--- src/rtl/islip_scheduler_pkg.sv ---
`default_nettype none
// +----------------------------------------------------------------------+
// | islip_scheduler_pkg                                                  |
// | Shared constants, FSM encoding and flat-index helper for iSLIP.      |
// | Revision: 1.0                                                        |
// +----------------------------------------------------------------------+
package islip_scheduler_pkg;

  localparam int PORT_DEF = 8;

  typedef enum logic [1:0] {
    ST_IDLE   = 2'd0,
    ST_GRANT  = 2'd1,
    ST_ACCEPT = 2'd2,
    ST_ISSUE  = 2'd3
  } state_e;

  function automatic int ptr_bits(input int port);
    return $clog2(port);
  endfunction

  // Position of (row, col) in a flattened [row*port + col] matrix.
  function automatic int flat_idx(input int row, input int col, input int port);
    return row * port + col;
  endfunction

endpackage
`default_nettype wire

--- src/rtl/islip_scheduler_if.sv ---
`default_nettype none
// +----------------------------------------------------------------------+
// | islip_scheduler_if                                                   |
// | Request/issue bundle between VOQ banks, crossbar and the scheduler.  |
// | Revision: 1.0                                                        |
// +----------------------------------------------------------------------+
interface islip_scheduler_if
  import islip_scheduler_pkg::*;
#(
  parameter int PORT = PORT_DEF
);
  localparam int PTR_BITS = ptr_bits(PORT);

  logic                   i_slot_start;
  logic [PORT*PORT-1:0]   i_req;
  logic                   o_busy;
  logic [PORT-1:0]        o_rd;
  logic [PORT*PORT-1:0]   o_rd_port;
  logic [PORT*PORT-1:0]   o_xbar_sel;
  logic [PTR_BITS:0]      o_match_cnt;

  modport master (
    output i_slot_start, i_req,
    input  o_busy, o_rd, o_rd_port, o_xbar_sel, o_match_cnt
  );

  modport slave (
    input  i_slot_start, i_req,
    output o_busy, o_rd, o_rd_port, o_xbar_sel, o_match_cnt
  );
endinterface
`default_nettype wire

--- src/rtl/islip_scheduler_rr_arbiter.sv ---
`default_nettype none
// +----------------------------------------------------------------------+
// | rr_arbiter                                                           |
// | Combinational round-robin selector: first request at or after ptr.   |
// | Revision: 1.0                                                        |
// +----------------------------------------------------------------------+
module rr_arbiter #(
  parameter int PORT     = 8,
  parameter int PTR_BITS = $clog2(PORT)
) (
  input  logic [PORT-1:0]     i_req,
  input  logic [PTR_BITS-1:0] i_ptr,
  output logic [PORT-1:0]     o_gnt
);

  logic                w_found;
  logic [PTR_BITS-1:0] w_idx;

  // PORT is a power of two, so the pointer sum wraps naturally.
  always_comb begin
    o_gnt   = '0;
    w_found = 1'b0;
    w_idx   = '0;
    for (int k = 0; k < PORT; k++) begin
      w_idx = i_ptr + PTR_BITS'(k);
      if (!w_found && i_req[w_idx]) begin
        o_gnt[w_idx] = 1'b1;
        w_found      = 1'b1;
      end
    end
  end

endmodule
`default_nettype wire

--- src/rtl/islip_scheduler.sv ---
`default_nettype none
// +----------------------------------------------------------------------+
// | islip_scheduler                                                      |
// | Single-iteration iSLIP matcher: GRANT, ACCEPT, ISSUE per slot pulse. |
// | Revision: 1.0                                                        |
// +----------------------------------------------------------------------+
module islip_scheduler
  import islip_scheduler_pkg::*;
#(
  parameter int PORT = PORT_DEF
) (
  input  logic               clk,
  input  logic               reset,
  islip_scheduler_if.slave   bus
);

  localparam int PTR_BITS = ptr_bits(PORT);

  state_e                 r_state, w_next;
  logic [PORT*PORT-1:0]   r_req;
  logic [PORT-1:0]        r_grant  [PORT];
  logic [PORT-1:0]        r_accept [PORT];
  logic [PTR_BITS-1:0]    r_g      [PORT];
  logic [PTR_BITS-1:0]    r_a      [PORT];
  logic [PORT*PORT-1:0]   r_xbar;
  logic [PTR_BITS:0]      r_cnt;

  logic [PORT-1:0]        w_gnt_req [PORT];
  logic [PORT-1:0]        w_gnt     [PORT];
  logic [PORT-1:0]        w_acc_req [PORT];
  logic [PORT-1:0]        w_acc     [PORT];
  logic [PTR_BITS-1:0]    w_g_nxt   [PORT];
  logic [PTR_BITS-1:0]    w_a_nxt   [PORT];
  logic [PORT*PORT-1:0]   w_xbar_nxt;
  logic [PTR_BITS:0]      w_cnt_nxt;

  // w_gnt_req[j] lists inputs asking for output j; w_acc_req[i] lists outputs granting input i.
  always_comb begin
    for (int k = 0; k < PORT; k++) begin
      w_gnt_req[k] = '0;
      w_acc_req[k] = '0;
    end
    for (int i = 0; i < PORT; i++) begin
      for (int j = 0; j < PORT; j++) begin
        w_gnt_req[j][i] = r_req[flat_idx(i, j, PORT)];
        w_acc_req[i][j] = r_grant[j][i];
      end
    end
  end

  generate
    for (genvar k = 0; k < PORT; k++) begin : g_arb
      rr_arbiter #(.PORT(PORT), .PTR_BITS(PTR_BITS)) u_grant (
        .i_req (w_gnt_req[k]),
        .i_ptr (r_g[k]),
        .o_gnt (w_gnt[k])
      );
      rr_arbiter #(.PORT(PORT), .PTR_BITS(PTR_BITS)) u_accept (
        .i_req (w_acc_req[k]),
        .i_ptr (r_a[k]),
        .o_gnt (w_acc[k])
      );
    end
  endgenerate

  // Each output grants one input, so each g[j] has at most one accepted writer.
  always_comb begin
    for (int k = 0; k < PORT; k++) begin
      w_g_nxt[k] = r_g[k];
      w_a_nxt[k] = r_a[k];
    end
    w_xbar_nxt = '0;
    w_cnt_nxt  = '0;
    for (int i = 0; i < PORT; i++) begin
      for (int j = 0; j < PORT; j++) begin
        if (w_acc[i][j]) begin
          w_a_nxt[i] = PTR_BITS'((j + 1) % PORT);
          w_g_nxt[j] = PTR_BITS'((i + 1) % PORT);
          w_xbar_nxt[flat_idx(j, i, PORT)] = 1'b1;
          w_cnt_nxt = w_cnt_nxt + (PTR_BITS+1)'(1);
        end
      end
    end
  end

  always_ff @(posedge clk or negedge reset) begin
    if (!reset) begin
      r_state <= ST_IDLE;
    end else begin
      r_state <= w_next;
    end
  end

  always_comb begin
    w_next         = r_state;
    bus.o_busy     = (r_state != ST_IDLE);
    bus.o_rd       = '0;
    bus.o_rd_port  = '0;
    case (r_state)
      ST_IDLE:   if (bus.i_slot_start) w_next = ST_GRANT;
      ST_GRANT:  w_next = ST_ACCEPT;
      ST_ACCEPT: w_next = ST_ISSUE;
      ST_ISSUE: begin
        w_next = ST_IDLE;
        for (int i = 0; i < PORT; i++) begin
          bus.o_rd[i]                  = |r_accept[i];
          bus.o_rd_port[i*PORT +: PORT] = r_accept[i];
        end
      end
      default:   w_next = ST_IDLE;
    endcase
  end

  always_ff @(posedge clk or negedge reset) begin
    if (!reset) begin
      r_req  <= '0;
      r_xbar <= '0;
      r_cnt  <= '0;
      for (int k = 0; k < PORT; k++) begin
        r_grant[k]  <= '0;
        r_accept[k] <= '0;
        r_g[k]      <= '0;
        r_a[k]      <= '0;
      end
    end else begin
      case (r_state)
        ST_IDLE: begin
          if (bus.i_slot_start) r_req <= bus.i_req;
        end
        ST_GRANT: begin
          for (int k = 0; k < PORT; k++) r_grant[k] <= w_gnt[k];
        end
        ST_ACCEPT: begin
          for (int k = 0; k < PORT; k++) begin
            r_accept[k] <= w_acc[k];
            r_g[k]      <= w_g_nxt[k];
            r_a[k]      <= w_a_nxt[k];
          end
          r_xbar <= w_xbar_nxt;
          r_cnt  <= w_cnt_nxt;
        end
        default: ;
      endcase
    end
  end

  assign bus.o_xbar_sel  = r_xbar;
  assign bus.o_match_cnt = r_cnt;

endmodule
`default_nettype wire

--- src/flat_wrapper.sv ---
// flat-port wrapper written by rule: the top's interface ports become plain ports
module islip_scheduler_flat import islip_scheduler_pkg::*;
#(
  parameter int PORT = PORT_DEF
)
  (clk, reset, bus_i_slot_start, bus_i_req, bus_o_busy, bus_o_rd, bus_o_rd_port, bus_o_xbar_sel, bus_o_match_cnt);
  islip_scheduler_if #(.PORT(PORT)) bus_i ();
  input  logic clk;
  input  logic reset;
  input wire logic [$bits(bus_i.i_slot_start)-1:0] bus_i_slot_start;
  input wire logic [$bits(bus_i.i_req)-1:0] bus_i_req;
  output wire logic [$bits(bus_i.o_busy)-1:0] bus_o_busy;
  output wire logic [$bits(bus_i.o_rd)-1:0] bus_o_rd;
  output wire logic [$bits(bus_i.o_rd_port)-1:0] bus_o_rd_port;
  output wire logic [$bits(bus_i.o_xbar_sel)-1:0] bus_o_xbar_sel;
  output wire logic [$bits(bus_i.o_match_cnt)-1:0] bus_o_match_cnt;
  assign bus_i.i_slot_start = bus_i_slot_start;
  assign bus_i.i_req = bus_i_req;
  assign bus_o_busy = bus_i.o_busy;
  assign bus_o_rd = bus_i.o_rd;
  assign bus_o_rd_port = bus_i.o_rd_port;
  assign bus_o_xbar_sel = bus_i.o_xbar_sel;
  assign bus_o_match_cnt = bus_i.o_match_cnt;
  islip_scheduler #(.PORT(PORT)) u_core (.clk(clk), .reset(reset), .bus(bus_i));
endmodule
--- config.mk ---
export PLATFORM = sky130hd
export DESIGN_NAME = islip_scheduler_flat
export DESIGN_NICKNAME = d
export VERILOG_FILES = /design/src/rtl/islip_scheduler_pkg.sv /design/src/rtl/islip_scheduler_if.sv /design/src/rtl/islip_scheduler_rr_arbiter.sv /design/src/rtl/islip_scheduler.sv /design/src/flat_wrapper.sv
export SDC_FILE = /design/constraint.sdc
export NUM_CORES = 1
export LEC_CHECK = 0
export CORE_MARGIN = 2
export CORE_UTILIZATION = 58
export CTS_CLUSTER_SIZE = 10
export DETAILED_ROUTE_END_ITERATION = 10
export MAX_ROUTING_LAYER = met4
export PLACE_DENSITY = 0.79
export SLEW_MARGIN = 10
export SYNTH_ARGS = -nofsm -noshare
export SYNTH_HDL_FRONTEND = slang
export SYNTH_SLANG_ARGS = --single-unit
--- constraint.sdc ---
create_clock -name clk -period 77 [get_ports clk]
set_input_delay 15.4 -clock clk [delete_from_list [all_inputs] [get_ports clk]]
set_output_delay 15.4 -clock clk [all_outputs]
set_load 0.005 [all_outputs]
Yosys cells after proc, flatten, opt, wreduce, memory -nomap -nowiden
Cells that the tools add are included.
{"block": "totals", "word_cells": 1989, "reg_bits": 310}
{"block": "classes", "n_lt_le_gt_ge": 256, "bitwise": 112, "reduce_logical": 395, "n_eq_ne": 4, "addsub": 175, "n_mux": 1011}
{"op": "8-bit two-way mux", "count": 129}
{"op": "8-bit OR", "count": 112}
{"op": "3-bit by 4-bit less-than comparator with 1-bit output, second input constant", "count": 128}
{"op": "1-bit two-way mux", "count": 433}
{"op": "1-bit binary-select mux with 3-bit select", "count": 128}
{"op": "1-bit demux with 3-bit select", "count": 128}
{"op": "3-bit by 1-bit greater-or-equal comparator with 1-bit output, second input constant", "count": 128}
{"op": "3-bit two-way mux", "count": 127}
{"op": "4-bit two-way mux", "count": 63}
{"op": "4-bit by 1-bit adder with 4-bit output, second input constant", "count": 62}
{"op": "1-bit logical AND", "count": 240}
{"op": "3-bit adder, second input constant", "count": 64}
{"op": "8-bit nonzero test", "count": 16}
{"op": "1-bit zero test", "count": 112}
{"op": "3-bit by 2-bit adder with 3-bit output, second input constant", "count": 32}
{"op": "64-bit two-way mux", "count": 1}
{"op": "8-bit OR reduction", "count": 8}
{"op": "3-bit by 1-bit adder with 3-bit output, second input constant", "count": 16}
{"op": "2-bit AND reduction", "count": 17}
{"op": "2-bit one-hot mux with 4 select lines", "count": 1}
{"op": "2-bit == test, second input constant", "count": 2}
{"op": "1-bit by 1-bit adder with 2-bit output, second input constant", "count": 1}
{"op": "2-bit by 1-bit == test with 1-bit output, second input constant", "count": 1}
{"op": "2-bit zero test", "count": 1}
{"op": "3 further kinds", "count": 3}

Longest topological paths before layout
{"block": "logic_depth", "depth_word": 151, "ltp_mapped": 202, "mapped_depth_nobuf": 198}

Cells and area by module
From an unflattened synthesis, not the netlist that was laid out.
{"block": "hier_totals", "hier_cells": 3673, "hier_area_um2": 34989.8}
{"mod": "islip_scheduler", "area_each_um2": 19505.0, "seq_area_each_um2": 6155.9, "instances": 1, "cells_per_inst": 2097}
{"mod": "rr_arbiter at u_core.g_arb[0].u_accept ...", "area_each_um2": 945.9, "seq_area_each_um2": 0.0, "instances": 14, "cells_per_inst": 96}
{"mod": "rr_arbiter at u_core.g_arb[7].u_grant", "area_each_um2": 1147.4, "seq_area_each_um2": 0.0, "instances": 1, "cells_per_inst": 122}
{"mod": "rr_arbiter at u_core.g_arb[3].u_grant", "area_each_um2": 1094.8, "seq_area_each_um2": 0.0, "instances": 1, "cells_per_inst": 110}

Worst setup path before layout
OpenSTA, ideal clock, no wires.
{"block": "synth_path", "path_kind": "register -> register", "startpoint": "register u_core.r_a[22] (netlist bit)", "endpoint": "register u_core.r_cnt[3] (netlist: u_core.bus.o_match_cnt[3])", "arrival_time_ns": 35.941, "stages_incl_launch_ff": 198, "setup_slack_ns": 40.934, "setup_time_ns": 0.125, "t_required_ns": 76.875, "path_cell_list": "dfrtp_1 -> buf_4 -> inv_1 -> ha_1 -> buf_4 -> mux4_2 -> mux2_2 -> or3_1 -> o31ai_1 -> a31oi_1 -> mux2i_1 -> a311o_1 -> inv_1 -> ha_1 -> clkbuf_1 -> xor2_1 -> ha_1 -> o21bai_1 -> (+162 left out) -> nand2_1 -> nand2_1 -> a21oi_1 -> xnor2_1 -> a21oi_1 -> ha_1 -> xnor2_1 -> a21boi_0 -> xnor2_1 -> nand2_1 -> nand2_1 -> ha_1 -> nor2_1 -> a31oi_1 -> nand4_1 -> xnor2_1 -> xnor2_1 -> mux2_2"}
{"block": "synth_between", "elab_cells_between_ends": 226, "classes_between": "add/sub (70); order compare (16); mux (111); bitwise (7); reduce/logical (22)"}
{"item": "start: declaration", "line": "islip_scheduler.sv:24", "text": "logic [PTR_BITS-1:0] r_a [PORT];"}
{"item": "start signal: indexed assignment", "line": "islip_scheduler.sv:137", "text": "r_a[k] <= w_a_nxt[k];"}
{"item": "branches (longest 23 deep; another with 3-bit by 4-bit less-than comparator with 1-bit output)"}
{"item": "8-bit two-way mux *", "line": "islip_scheduler_rr_arbiter.sv:26", "text": "if (!w_found && i_req[w_idx]) begin"}
{"item": "named net u_core.g_arb[0].u_accept.o_gnt[1]", "line": "islip_scheduler_rr_arbiter.sv:13", "text": "output logic [PORT-1:0] o_gnt"}
{"item": "4-bit two-way mux *", "line": "islip_scheduler.sv:76", "text": "if (w_acc[i][j]) begin"}
{"item": "4-bit by 1-bit adder with 4-bit output", "line": "islip_scheduler.sv:80", "text": "w_cnt_nxt = w_cnt_nxt + (PTR_BITS+1)'(1);"}
{"item": "4-bit two-way mux *", "line": "islip_scheduler.sv:76"}
{"item": "4-bit by 1-bit adder with 4-bit output", "line": "islip_scheduler.sv:80"}
{"item": "4-bit two-way mux *", "line": "islip_scheduler.sv:76"}
{"item": "(+112 left out)"}
{"item": "4-bit by 1-bit adder with 4-bit output", "line": "islip_scheduler.sv:80"}
{"item": "4-bit two-way mux *", "line": "islip_scheduler.sv:76"}
{"item": "4-bit by 1-bit adder with 4-bit output", "line": "islip_scheduler.sv:80"}
{"item": "4-bit two-way mux *", "line": "islip_scheduler.sv:76"}
{"item": "4-bit by 1-bit adder with 4-bit output", "line": "islip_scheduler.sv:80"}
{"item": "4-bit two-way mux *", "line": "islip_scheduler.sv:76"}
{"item": "4-bit by 1-bit adder with 4-bit output", "line": "islip_scheduler.sv:80"}
{"item": "4-bit two-way mux *", "line": "islip_scheduler.sv:76"}
{"item": "end signal: assignment", "line": "islip_scheduler.sv:140", "text": "r_cnt <= w_cnt_nxt;"}
{"item": "end: declaration", "line": "islip_scheduler.sv:26", "text": "logic [PTR_BITS:0] r_cnt;"}
Mark *: on every way through the listed nets, which the timed path passes. The select of a mux whose other input is x is not followed.
A chain may end at the register's enable or synchronous reset.

Worst setup path after layout
{"block": "layout_path", "startpoint": "register u_core.r_a[21] (netlist bit)", "endpoint": "register u_core.r_cnt[3] (netlist: u_core.bus.o_match_cnt[3])"}
{"block": "layout_between", "elab_chain_cells": 151, "elab_cells_between_ends": 226, "classes_between": "add/sub (70); order compare (16); mux (111); bitwise (7); reduce/logical (22)"}
{"item": "branches (longest 23 deep; another with 3-bit by 4-bit less-than comparator with 1-bit output)"}
{"item": "8-bit two-way mux *", "line": "islip_scheduler_rr_arbiter.sv:26"}
{"item": "1-bit two-way mux", "line": "islip_scheduler.sv:76"}
{"item": "1-bit by 1-bit adder with 2-bit output", "line": "islip_scheduler.sv:80"}
{"item": "4-bit two-way mux", "line": "islip_scheduler.sv:76"}
{"item": "4-bit by 1-bit adder with 4-bit output", "line": "islip_scheduler.sv:80"}
{"item": "4-bit two-way mux", "line": "islip_scheduler.sv:76"}
{"item": "4-bit by 1-bit adder with 4-bit output", "line": "islip_scheduler.sv:80"}
{"item": "(+113 left out)"}
{"item": "4-bit by 1-bit adder with 4-bit output", "line": "islip_scheduler.sv:80"}
{"item": "4-bit two-way mux *", "line": "islip_scheduler.sv:76"}
{"item": "4-bit by 1-bit adder with 4-bit output", "line": "islip_scheduler.sv:80"}
{"item": "4-bit two-way mux *", "line": "islip_scheduler.sv:76"}
{"item": "4-bit by 1-bit adder with 4-bit output", "line": "islip_scheduler.sv:80"}
{"item": "4-bit two-way mux *", "line": "islip_scheduler.sv:76"}
{"item": "4-bit by 1-bit adder with 4-bit output", "line": "islip_scheduler.sv:80"}
{"item": "4-bit two-way mux *", "line": "islip_scheduler.sv:76"}
Every way passes the cells marked *. The select of a mux whose other input is x is not followed.

==> impl_metrics.ini <==
[clock_network]
cts_root_buf = clkbuf_16
cts_setup_buffers = 0
cts_hold_buf = 0
cts_buffer_depth = 3
numCtsBuffers = 31
cts_resized = 0
insertion_delay_ps = 600
clk_pin_slew_ps = 60
cts.sinks = 246
tritoncts = done
cts-htree-levels = 1

[floorplanning]
dieHeight_microns = 235
rows = 84
io_pins = 208
fp.dieW_microns = 235
core-area_sq_um = 52600
die-area_sq_um = 55000
initial_core_util_pct = 58.7

[sta]
worst_slack_ps = 35530
slew_violations = 0
max_freq_ghz = 0.0241
post-route-min-period_ps = 41470
tns_ps = 0
worstMarginPinSlew_ps = 1220
hold_viol = 0
hold_ws_ps = 543
slew_headroom_pct = 18.1
finalClockSkew_ps = 15.0
setup_viol = 0
final.period_utilization_pct = 53.9
grt_setup_unrepaired = false

[global_routing]
met2_usage_pct = 55.1
grt_pass1_vias = 27400
grt_max_degree = 164
grt_use_met1_pct = 42.4
antenna_found_initial = 3
gr-usage-all-layers_pct = 34.4
gr-total-overflow = 0
top_usage_layer = met2
met3_usage_pct = 6.69
grt_pass1_wl_mm = 147

[placement]
hpwl_mm = 70.8
post-place-ws_ps = 36400
gp_congestion = 0.996
port_buffers = 207

[finish]
final_common_cell = nand2_1
mostFrequentLayoutCells = 388 x nand2_1, 292 x nor2_1, 246 x dfrtp_1
nets = 3883
fin_util_pct = 65.6
syn_to_final_growth_pct = 11.7
drive_gt1_share_pct = 14.4
fillCellCount = 4374

[yosys]
netlist_area_sq_um = 30800
yosysUniqueCellTypes = 105
async_flop_share_pct = 100
ys_ff_latch = 246
synth_warnings = 0
synth_largest_area_cell = dfrtp_1
synthFlopType = dfrtp_1
syn_inst = 3537
syn_area_per_cell_sq_um = 8.72
synth_edf_count = 0
synth.area.top_cells = dfrtp_1 20%, mux4_2 8.6%, mux2_2 8.3%, mux2i_1 7.2%, ha_1 6.7%
synth_top_area_share_pct = 20.0
synth.net_count = 3769
ys_seq_area_share_pct = 20.0

[worst_setup_path]
cpPeakStageDelay_ps = 840
crit_required_ps = 77480
startpoint = u_core.r_a[21]$_DFFE_PN0P_
critPathCaptureType = flop
crit_family = compound AO/OA/AOI/OAI gates
path_class = reg2reg
rr_startpoint = u_core.r_a[21]$_DFFE_PN0P_
cpMostUsedCell = ha_1
cp_data_arrival_time_ps = 41950
cpMaxStageDelayCell = ha_1
setup.worst_path.start_class = flop
cp_max_fo = 34
critPathBufInv = 8

[status]
outcome = complete, no violations

[drt]
drc = 0
viasPerCell = 6.65
firstDrtPassIters = 8
ant_nets = 0
wire_per_inst_microns = 21.5
vias = 28900
wirelength_mm = 93.6
drt_iter0_drc = 3269

[hold_path]
hold_class = reg2reg
min-delay-start = u_core.bus.o_xbar_sel[29]$_DFFE_PN0P_

[run]
cap_viol_max_count = 0
==> through the flow <==
step | area, sq um | cells
after floorplan | 30800 | 3537
after global placement | 33500 | 4306
after detailed placement | 33500 | 4306
after CTS | 34400 | 4351
after global routing | 34400 | 4353
final | 34400 | 4353
==> area by class of cell <==
class	instances	area, sq um	share of cell area (%)
inverter	171	646	1.87
multi-input combinational	2935	23300	67.8
clock buffer	37	808	2.35
sequential	246	6160	17.9
clock inverter	8	98.8	0.287
timing repair buffer	266	2530	7.35
antenna	2	5.00	0.0145
tap	688	861	2.50
==> tightest hold or removal path, delay by kind of cell (launching register included) <==
| family | cells | cell delay [ps] |
|---|---|---|
| AO/OA/AOI/OAI | 1 | 60 |
| flip-flops | 1 | 390 |
| AND/OR/NAND/NOR | 1 | 60 |
==> cell usage after synthesis, drive strengths merged (25+ instances only) <==
library cell and number:
and2 87, clkbuf 152, ha 165, a221oi 45
nand2b 37, nor4 39, a21boi 27, nand4 28
nand2 389, xnor2 169, o211ai 40, inv 165
nor2 293, xor2 66, dfrtp 246, mux4 118
o21ai 164, a21oi 120, o31ai 42, nor2b 31
buf 33, a22o 36, mux2 232, nor3 60
a31oi 49, mux2i 223, a222oi 25, nand3 81
==> registers in the layout, indices dropped and copies added (netlist names) <==
signal,count
u_core.r_grant,64
u_core.r_g,24
u_core.r_a,24
u_core.r_state,2
u_core.bus.o_xbar_sel,64
u_core.bus.o_match_cnt,4
u_core.r_req,64
==> kinds of logic after synthesis <==
group / count (synthesis) / synth area share, %
compound gates: 776 / 17.8
xor+xnor: 251 / 8.47
fa+ha+maj: 165 / 6.69
buf+inv: 356 / 4.50
flops: 246 / 20.0
mux: 573 / 24.4
simple gates: 1170 / 18.2
==> path summary, 6_finish.rpt <==
check,cells after the start,slack (ps),to
worst max-delay path,194,35530,u_core.bus.o_match_cnt[3]$_DFFE_PN0P_
worst min-delay path,2,540,u_core.bus.o_xbar_sel[29]$_DFFE_PN0P_
worst max register to register,194,35530,u_core.bus.o_match_cnt[3]$_DFFE_PN0P_
worst min register to register,2,540,u_core.bus.o_xbar_sel[29]$_DFFE_PN0P_
max in group asynchronous,2,60820,u_core.bus.o_xbar_sel[32]$_DFFE_PN0P_
min in group asynchronous,1,14820,u_core.r_req[34]$_DFFE_PN0P_
==> routing by layer <==
layer	vias to the layer above	wire length [microns]	part of all wire [%]
met5	-	0	0
met4	0	4050	4.3
met3	256	8060	8.6
met2	1254	44000	47
met1	14000	37500	40
li1	13400	-	-
Power is not shown: default switching activity piles up to over one toggle a cycle in this logic, so the estimate is an artifact.
